### config.mk
export PLATFORM = sky130hd
export DESIGN_NAME = axis_sync_fifo
export DESIGN_NICKNAME = d
export VERILOG_FILES = /design/src/rtl/axis_sync_fifo.sv
export SDC_FILE = /design/constraint.sdc
export NUM_CORES = 1
export LEC_CHECK = 0
export BUFFER_PORTS_ARGS = -buffer_cell sky130_fd_sc_hd__buf_2
export CORE_UTILIZATION = 60
export CTS_CLUSTER_DIAMETER = 40
export CTS_CLUSTER_SIZE = 8
export DETAILED_ROUTE_END_ITERATION = 16
export PLACE_DENSITY_LB_ADDON = 0.08
export SKIP_LAST_GASP = 1
export SYNTH_ARGS = -nofsm -noshare
export SYNTH_HDL_FRONTEND = slang
export SYNTH_SLANG_ARGS = --single-unit
### constraint.sdc
create_clock -name clk -period 4.3 [get_ports clk]
set_clock_uncertainty 0.1 [all_clocks]
set_input_delay 0.645 -clock clk [delete_from_list [all_inputs] [get_ports clk]]
set_output_delay 0.645 -clock clk [all_outputs]
set_load 0.1 [all_outputs]
### src/rtl/axis_sync_fifo.sv
// Single-clock AXI4-Stream FIFO, first-word-fall-through, one cycle write-to-read latency.
// Optional occupancy output `count` is enabled by defining AXIS_SYNC_FIFO_COUNT_EN.
module axis_sync_fifo #(
  parameter int ADDR_WIDTH = 4,
  parameter int DATA_WIDTH = 16
) (
  input  logic                  rst,
  input  logic                  clk,
  input  logic                  s_axis_tvalid,
  output logic                  s_axis_tready,
  input  logic [DATA_WIDTH-1:0] s_axis_tdata,
  output logic [DATA_WIDTH-1:0] m_axis_tdata,
  output logic                  m_axis_tvalid,
  input  logic                  m_axis_tready
`ifdef AXIS_SYNC_FIFO_COUNT_EN
  ,
  output logic [ADDR_WIDTH:0]   count
`endif
);

  localparam int DEPTH = 2 ** ADDR_WIDTH;
  localparam logic [ADDR_WIDTH:0] PTR_ONE = {{ADDR_WIDTH{1'b0}}, 1'b1};

  logic [DATA_WIDTH-1:0] mem_q [DEPTH];
  logic [ADDR_WIDTH:0]   wr_ptr_q;
  logic [ADDR_WIDTH:0]   wr_ptr_d;
  logic [ADDR_WIDTH:0]   rd_ptr_q;
  logic [ADDR_WIDTH:0]   rd_ptr_d;
  logic                  ready_q;
  logic                  empty_s;
  logic                  full_s;
  logic                  wr_en_s;
  logic                  rd_en_s;

  // Pointer MSB tells a full buffer apart from an empty one when the low bits match.
  assign empty_s = (wr_ptr_q == rd_ptr_q);
  assign full_s  = (wr_ptr_q[ADDR_WIDTH-1:0] == rd_ptr_q[ADDR_WIDTH-1:0]) &&
                   (wr_ptr_q[ADDR_WIDTH] != rd_ptr_q[ADDR_WIDTH]);

  assign s_axis_tready = ready_q & ~full_s;
  assign m_axis_tvalid = ~empty_s;
  assign m_axis_tdata  = mem_q[rd_ptr_q[ADDR_WIDTH-1:0]];

  assign wr_en_s = s_axis_tvalid & s_axis_tready;
  assign rd_en_s = m_axis_tvalid & m_axis_tready;

`ifdef AXIS_SYNC_FIFO_COUNT_EN
  assign count = wr_ptr_q - rd_ptr_q;
`endif

  // Next-state pointer computation.
  always_comb begin
    wr_ptr_d = wr_ptr_q;
    rd_ptr_d = rd_ptr_q;
    if (wr_en_s) begin
      wr_ptr_d = wr_ptr_q + PTR_ONE;
    end else begin
      wr_ptr_d = wr_ptr_q;
    end
    if (rd_en_s) begin
      rd_ptr_d = rd_ptr_q + PTR_ONE;
    end else begin
      rd_ptr_d = rd_ptr_q;
    end
  end

  // Pointer and ready-flag registers; ready holds off intake until the first edge out of reset.
  always_ff @(posedge clk or posedge rst) begin
    if (rst) begin
      wr_ptr_q <= {(ADDR_WIDTH + 1){1'b0}};
      rd_ptr_q <= {(ADDR_WIDTH + 1){1'b0}};
      ready_q  <= 1'b0;
    end else begin
      wr_ptr_q <= wr_ptr_d;
      rd_ptr_q <= rd_ptr_d;
      ready_q  <= 1'b1;
    end
  end

  // Storage array write port.
  always_ff @(posedge clk) begin
    if (wr_en_s) begin
      mem_q[wr_ptr_q[ADDR_WIDTH-1:0]] <= s_axis_tdata;
    end
  end

endmodule

==> results.md, run 1 <==
- Synthesized net count: roughly 540
- Slew Limit Fails: 0
- Post-synthesis sequential area ratio: 0.7558
- Gr ovfl total: 0
- Reg power frac: 0.361
- Post-synth cell types: 36
- Ys Warns: 0
- Endpoints failing setup: 0
- Resized cells post-CTS: 0
- NetSw: 3.557 mW
- Critical path fanouts, max: 44
- Root buf cell: clkbuf_16
- FF+latch area: approximately 0.008 mm2
- Drt pass-1 iters: 4
- H-tree levels: 2
- Clock transition at path regs: approximately 0.05 ns
- Postcts setup bufs: 0
- FMAX: 0.2675 GHz
- R2R cell count: 5
- Synth top area share: 0.7297
- R2r startpoint: rd_ptr_q[3]$_DFFE_PP0P_
- Area after DPL: around 0.011 mm2
- Combinational cell fraction of total power: 0.344
- Residual DRC: 0
- Vias in the first global route: 5,434
- Switching share of power: 0.3820
- Via count: 5,260
- Pin count of the biggest net entering global routing: 45
- Pwr dens: 766.8 mW/mm2
- CP endpoint: m_axis_tdata[15]
- Post-Syn Area per Cell: 20.62 um2
- Reg-to-reg slack, setup: roughly 0.9 ns
- Via density: about 6.4
- Die height: between 100 and 150 um
- Multi-input combinational cell area: 0.002411 mm2
- Tot GR Track Use: 0.2573
- Worst Max-Slew Pin Slew: between 1 and 1.5 ns
- Final worst path period share: 0.8694
- Wire length per cell: 26.52 um
- Initial DRC Count: 489
- Port bufs: 37
- Arrival time at the worst endpoint: about 3 ns
- Crit Path Class: register to primary output
- Synth area leader: edfxtp_1
- # diodes: 0
- Dominant cell by count in the synthesized netlist: edfxtp_1
- Layout Nets: 604
- RR Endpoint: mem_q[11][13]$_DFFE_PP_
- Post-synth EDFFs: around 260
- CORE AREA: 0.01724 mm2
- Critical path startpoint category: register
- Layout cell share with drive strength beyond 1: 0.2759
- Initial antenna violation count: 0
- Clock power share: 0.295
- Die width: 134.5 um
- CTS Hold Bufs: 0
- Final Hold Fails: 0
- # IOs: 38
- TritonCTS Sinks: approximately 270
- Skew-Pair Late Insertion Delay: 0.51 ns
- Post-Route WL: 21,830 um
- Cts bufs inserted: 40
- CP startpoint: rd_ptr_q[1]$_DFFE_PP0P_
- Crit path time final: 3.738 ns
- Worst VDD drop: 702.3 uV
- CP Capture Type: primary output
- Fraction of registers with async set/reset: 0.04120
- Setup TNS: 0 ns
- Outcome: complete, no violations
- Final HPWL DP: 12,230 um
- First-pass GRT wire length: 33,180 um
- Post-Syn Area: about 0.011 mm2
- Area delta synth->final: 15.30%
- Power Internal: 5.756 mW
- Synthesized instance count: 511
- Hold WC Path Type: primary input to asynchronous set/reset pin
- Design area: between 0.01 and 0.015 mm2
- Max_cap viols: 0
- Synthesis-stage register bit count: between 200 and 300
- Initial Util: 0.6112
- Synth cell count leaders: 256 x edfxtp_1, 49 x mux2i_1, 44 x mux4_2, 16 x a22oi_1, 16 x a32oi_1
- Synth area leaders: edfxtp_1 73%, mux4_2 9.4%, mux2i_1 4.7%
- Final weighted congestion in routability-driven placement: 0.7749
- Die ar.: between 0.015 and 0.02 mm2
- CTS tree: done
- Required time of the critical path: about 3.6 ns
- P_leak: around 4 nW
- Main flop type after synthesis: edfxtp_1
- Post-route ant nets: 0
- Filler Cell Count: approximately 1,100
- RSZ-0062 raised after global routing: false
- Max Root-Sink Buffers: 3
- Placement row count: 48
- Slew headroom: 0.2903
routing by layer:
metal / up-vias / GRT usage / wire (um)
li1: 2261 / - / -
met1: 2767 / 0.3683 / 9524
met2: 187 / 0.3938 / 10340
met3: 45 / 0.05443 / 1323
met4: 0 / 0.1036 / 642
met5: - / 0 / 0
state kept, by name, summed over array words and instances (netlist names):
register / cells
mem_q: 256
rd_ptr_q: 5
ready_q: 1
wr_ptr_q: 5
critical path, stage by stage (launching register included):
cell and delay (ns):
dfrtp_4 0.91, buf_12 0.36, mux2i_1 0.12, a22oi_1 0.25, mux2i_1 0.11, o21ai_0 0.24
buf_2 0.47
worst min path at each step:
stage / depth (start not counted) / endpoint / start / slack, ns
2_1_floorplan: 1 / rd_ptr_q[0]$_DFFE_PP0P_ / rst / 0.40
3_3_place_gp: 2 / rd_ptr_q[4]$_DFFE_PP0P_ / rd_ptr_q[4]$_DFFE_PP0P_ / 0.44
6_report: 2 / rd_ptr_q[1]$_DFFE_PP0P_ / rst / 0.03
4_1_cts: 2 / rd_ptr_q[1]$_DFFE_PP0P_ / rst / 0.03
3_5_place_dp: 2 / rd_ptr_q[4]$_DFFE_PP0P_ / rd_ptr_q[4]$_DFFE_PP0P_ / 0.45
5_1_grt: 2 / rd_ptr_q[1]$_DFFE_PP0P_ / rst / 0.07
layout make-up:
type,count,share of cell area
Tap cell,225,0.02318
Timing Repair Buffer,55,0.02843
Multi-Input combinational cell,209,0.1985
Clock buffer,55,0.08879
Sequential cell,267,0.6563
Inverter,6,0.001854
Clock inverter,6,0.002987
power groups by stage:
stage                     logic (mW)  clock network [mW]  registers [mW]
after floorplan                 2.83                   0            3.13
after global placement          3.18                   0            3.39
after detailed placement        3.20                   0            3.41
after CTS                       3.22                2.79            3.36
after global routing            3.35                2.89            3.39
final                           3.20                2.75            3.36
per-stage QoR:
| step | std cells | total power, mW | hold slack (ns) | utilization | setup WS (ns) |
|---|---|---|---|---|---|
| after floorplan | 511 | 5.966 | 0.3974 | - | 0.2768 |
| after global placement | 762 | 6.569 | 0.4398 | 0.6400 | 1.107 |
| after detailed placement | 762 | 6.605 | 0.4523 | 0.6400 | 1.014 |
| after CTS | 823 | 9.372 | 0.03466 | 0.7047 | 0.5428 |
| after global routing | 823 | 9.634 | 0.07013 | 0.7047 | 0.4174 |
| final | 823 | 9.314 | 0.03281 | 0.7047 | 0.5616 |
kinds of logic (layout without fill, tap and decap cells):
| logic type | after synthesis | count (layout) | synth area share |
|---|---|---|---|
| XOR/XNOR | 12 | 12 | 0.009976 |
| flip-flops | 267 | 267 | 0.7558 |
| multiplexers | 99 | 99 | 0.1527 |
| buffers and inverters | 35 | 122 | 0.02007 |
| adder cells (fa/ha/maj) | 5 | 5 | 0.005938 |
| AO/OA/AOI/OAI | 60 | 60 | 0.04026 |
| other | 1 | 1 | 0.0003560 |
| AND/OR/NAND/NOR | 32 | 32 | 0.01485 |
cells in the final DEF (no fill, tap or decap), types with 3 or more instances in the layout:
cell type	count
edfxtp_1	256
mux2i_1	49
mux4_2	44
clkbuf_16	41
buf_2	37
a22oi_1	16
a32oi_1	16
buf_4	16
clkbuf_1	14
nor2_2	12
xnor2_1	11
o21ai_1	10
o21ai_0	9
dfrtp_1	8
inv_1	6
o211ai_1	5
ha_1	5
mux4_1	4
nor3_2	4
clkinv_1	3
No activity file was read; power rests on OpenSTA's default activity.
==> run 2: changes to the inputs <==
--- a/config.mk
+++ b/config.mk
@@ -6,11 +6,14 @@
 export NUM_CORES = 1
 export LEC_CHECK = 0
 export BUFFER_PORTS_ARGS = -buffer_cell sky130_fd_sc_hd__buf_2
-export CORE_UTILIZATION = 60
+export CELL_PAD_IN_SITES_DETAIL_PLACEMENT = 0
+export CELL_PAD_IN_SITES_GLOBAL_PLACEMENT = 1
+export CORE_UTILIZATION = 58
 export CTS_CLUSTER_DIAMETER = 40
 export CTS_CLUSTER_SIZE = 8
 export DETAILED_ROUTE_END_ITERATION = 16
-export PLACE_DENSITY_LB_ADDON = 0.08
+export PLACE_DENSITY = 0.84
+export RECOVER_POWER = 50
 export SKIP_LAST_GASP = 1
 export SYNTH_ARGS = -nofsm -noshare
 export SYNTH_HDL_FRONTEND = slang
==> run 2 against run 1 <==
Worst hold slack got worse by 0.0068 ns. Final cell count fell by 1.7%. First-iteration DRC count rose by 7.2%. Core utilization fell by 1.5 points. Sequential share of layout area rose by 0.29 points. Worst setup slack got worse by 0.031 ns. Clock power rose by 2%. Clock-buffer cell count fell by 7. Combinational power barely moved. Via count fell by 0.63%.
==> results.md, run 2 (same netlist as run 1, synthesis figures left out) <==
- Resized cells post-CTS: 0 (unchanged)
- RSZ-0062 raised after global routing: false
- Die ar.: 0.01871 mm2 (+3.4%)
- Post-route ant nets: 0 (unchanged)
- Crit path time final: 3.769 ns (+0.03078 ns)
- CTS Hold Bufs: 0 (unchanged)
- Area delta synth->final: 14.79%
- Placed cells: 757 (-0.66%)
- Critical path startpoint category: register
- NetSw: 3.539 mW (-0.52%)
- Slowest CP cell: dfrtp_4
- R2r startpoint: rd_ptr_q[1]$_DFFE_PP0P_
- Power Internal: 5.801 mW (+0.78%)
- Layout Nets: 599 (-0.83%)
- Final Hold Fails: 0 (unchanged)
- Hold slack: 0.02598 ns (-0.006829 ns)
- Final weighted congestion in routability-driven placement: 0.7906 (+2.0%)
- Worst Max-Slew Pin Slew: 1.263 ns (+0.1996 ns)
- Worst path depth: 6 (unchanged)
- Final worst path period share: 0.8766 (+0.007159)
- CP cell instances: buf_12 -> mux2i_1 -> a22oi_1 -> mux2i_1 -> o21ai_1 -> buf_2
- Hold WC Path Type: primary input to asynchronous set/reset pin
- Via count: 5,227 (-0.63%)
- Number of flip-flops under the largest register name: 256 (unchanged)
- Endpoints failing setup: 0 (unchanged)
- Clock transition at path regs: 0.05 ns (about the same)
- Initial Util: 0.6007 (-0.01047)
- Die width: 136.8 um (+1.7%)
- Vias in the first global route: 5,445 (+0.20%)
- Slew headroom: 0.1571 (-0.1332)
- H-tree levels: 2 (unchanged)
- Worst Path Buf+Inv: 2 (unchanged)
- Critical path fanouts, max: 44 (unchanged)
- Gr ovfl total: 0 (unchanged)
- Post-Layout Cell Count: 809 (-1.7%)
- Slew Limit Fails: 0 (unchanged)
- CP delay by family, top: flip-flops
- Die height: 136.8 um (+1.7%)
- Via density: 6.461 (+1.1%)
- P_leak: 3.997 nW (-1.6%)
- Reg-to-reg slack, setup: 1.06 ns (+0.16 ns)
- Post-Route WL: 21,610 um (-0.99%)
- Most used cell, CP: mux2i_1
- Initial DRC Count: 524 (+7.2%)
- Crit Path Class: register to primary output
- Pin count of the biggest net entering global routing: 45 (unchanged)
- Outcome: complete, no violations
- Required time of the critical path: 3.56 ns (about the same)
- Area after DPL: 0.01098 mm2 (-0.45%)
- Reg power frac: 0.357 (-0.004)
- Combinational cell fraction of total power: 0.343 (about the same)
- Switching share of power: 0.3789 (-0.003072)
- RR Endpoint: mem_q[6][15]$_DFFE_PP_
- Root buf cell: clkbuf_16
- CP Capture Type: primary output
- First-pass GRT wire length: 32,330 um (-2.6%)
- # diodes: 0 (unchanged)
- Max_cap viols: 0 (unchanged)
- Postcts setup bufs: 0 (unchanged)
- Pwr dens: 772.4 mW/mm2 (+0.73%)
- Max Root-Sink Buffers: 3 (unchanged)
- Placement row count: 48 (unchanged)
- Drt pass-1 iters: 6 (+2)
- Most common cell after layout, fill and taps aside: edfxtp_1
- Most frequent cells in the layout: 256 x edfxtp_1, 49 x mux2i_1, 44 x mux4_2, 42 x clkbuf_16, 22 x clkbuf_1
- Residual DRC: 0 (unchanged)
- Arrival time at the worst endpoint: 3.02 ns (+0.03 ns)
- Skew-Pair Late Insertion Delay: 0.50 ns (about the same)
- Initial antenna violation count: 0 (unchanged)
- CTS tree: done
- Tot GR Track Use: 0.2469 (-0.01041)
- Wire length per cell: 26.71 um (+0.73%)
- # IOs: 38 (unchanged)
- R2R cell count: 4 (-1)
- Worst VDD drop: 695.3 uV (-1.0%)
- Clock power share: 0.300 (+0.005)
- Setup TNS: 0 ns (unchanged)
- TritonCTS Sinks: 267 (unchanged)
- FMAX: 0.2653 GHz (-0.82%)
- Design area: 0.01209 mm2 (-0.44%)
- CORE AREA: 0.01754 mm2 (+1.7%)
- Cts bufs inserted: 40 (unchanged)
- CP max stage delay: 0.87 ns (-0.04 ns)
- Final HPWL DP: 11,700 um (-4.4%)
- Layout cell share with drive strength beyond 1: 0.2483 (-0.02763)
- Port bufs: 37 (unchanged)
run 2: cell type report:
cell class	count	area (um2)
sequential	267	7971
fill	1084	5444
multi-input combinational	209	2411
clock buffer	48	1074
tap	225	281.5
timing repair buffer	50	275.3
clock inverter	4	57.56
inverter	6	22.52
run 2: stage by stage:
step	power (mW)	setup WS, ns	util
6_report	9.340	0.5308	0.6896
5_1_grt	9.645	0.4028	0.6896
4_1_cts	9.379	0.5194	0.6907
3_5_place_dp	6.577	1.067	0.6262
3_3_place_gp	6.545	1.080	0.6262
2_1_floorplan	5.966	0.2768	-
run 2: power by group through the flow:
stage	clock network (mW)	registers, mW	logic [mW]
global placement	0	3.36	3.18
CTS	2.83	3.33	3.22
finish	2.80	3.33	3.21
detailed placement	0	3.38	3.20
floorplan	0	3.13	2.83
global route	2.94	3.36	3.35
run 2: worst register-to-register path, stage by stage (launching register included):
cell	delay [ns]
dfrtp_4	0.87
xnor2_1	0.17
nand4_1	0.39
o211ai_1	0.29
nor2_2	1.02
run 2: worst max-delay path by stage:
stage	endpoint	slack (ns)	start
2_1_floorplan	m_axis_tdata[3]	0.28	rd_ptr_q[1]$_DFFE_PP0P_
3_3_place_gp	mem_q[11][0]$_DFFE_PP_	1.08	rd_ptr_q[1]$_DFFE_PP0P_
3_5_place_dp	mem_q[11][14]$_DFFE_PP_	1.07	rd_ptr_q[1]$_DFFE_PP0P_
4_1_cts	m_axis_tdata[14]	0.52	rd_ptr_q[1]$_DFFE_PP0P_
5_1_grt	m_axis_tdata[14]	0.40	rd_ptr_q[1]$_DFFE_PP0P_
6_report	m_axis_tdata[14]	0.53	rd_ptr_q[1]$_DFFE_PP0P_
run 2: routing by layer:
layer,track usage,wire length [um],up-vias
li1,-,-,2232
met5,0,0,-
met2,0.4179,11190,176
met4,0.09890,622,0
met3,0.05074,1078,48
met1,0.3149,8724,2771
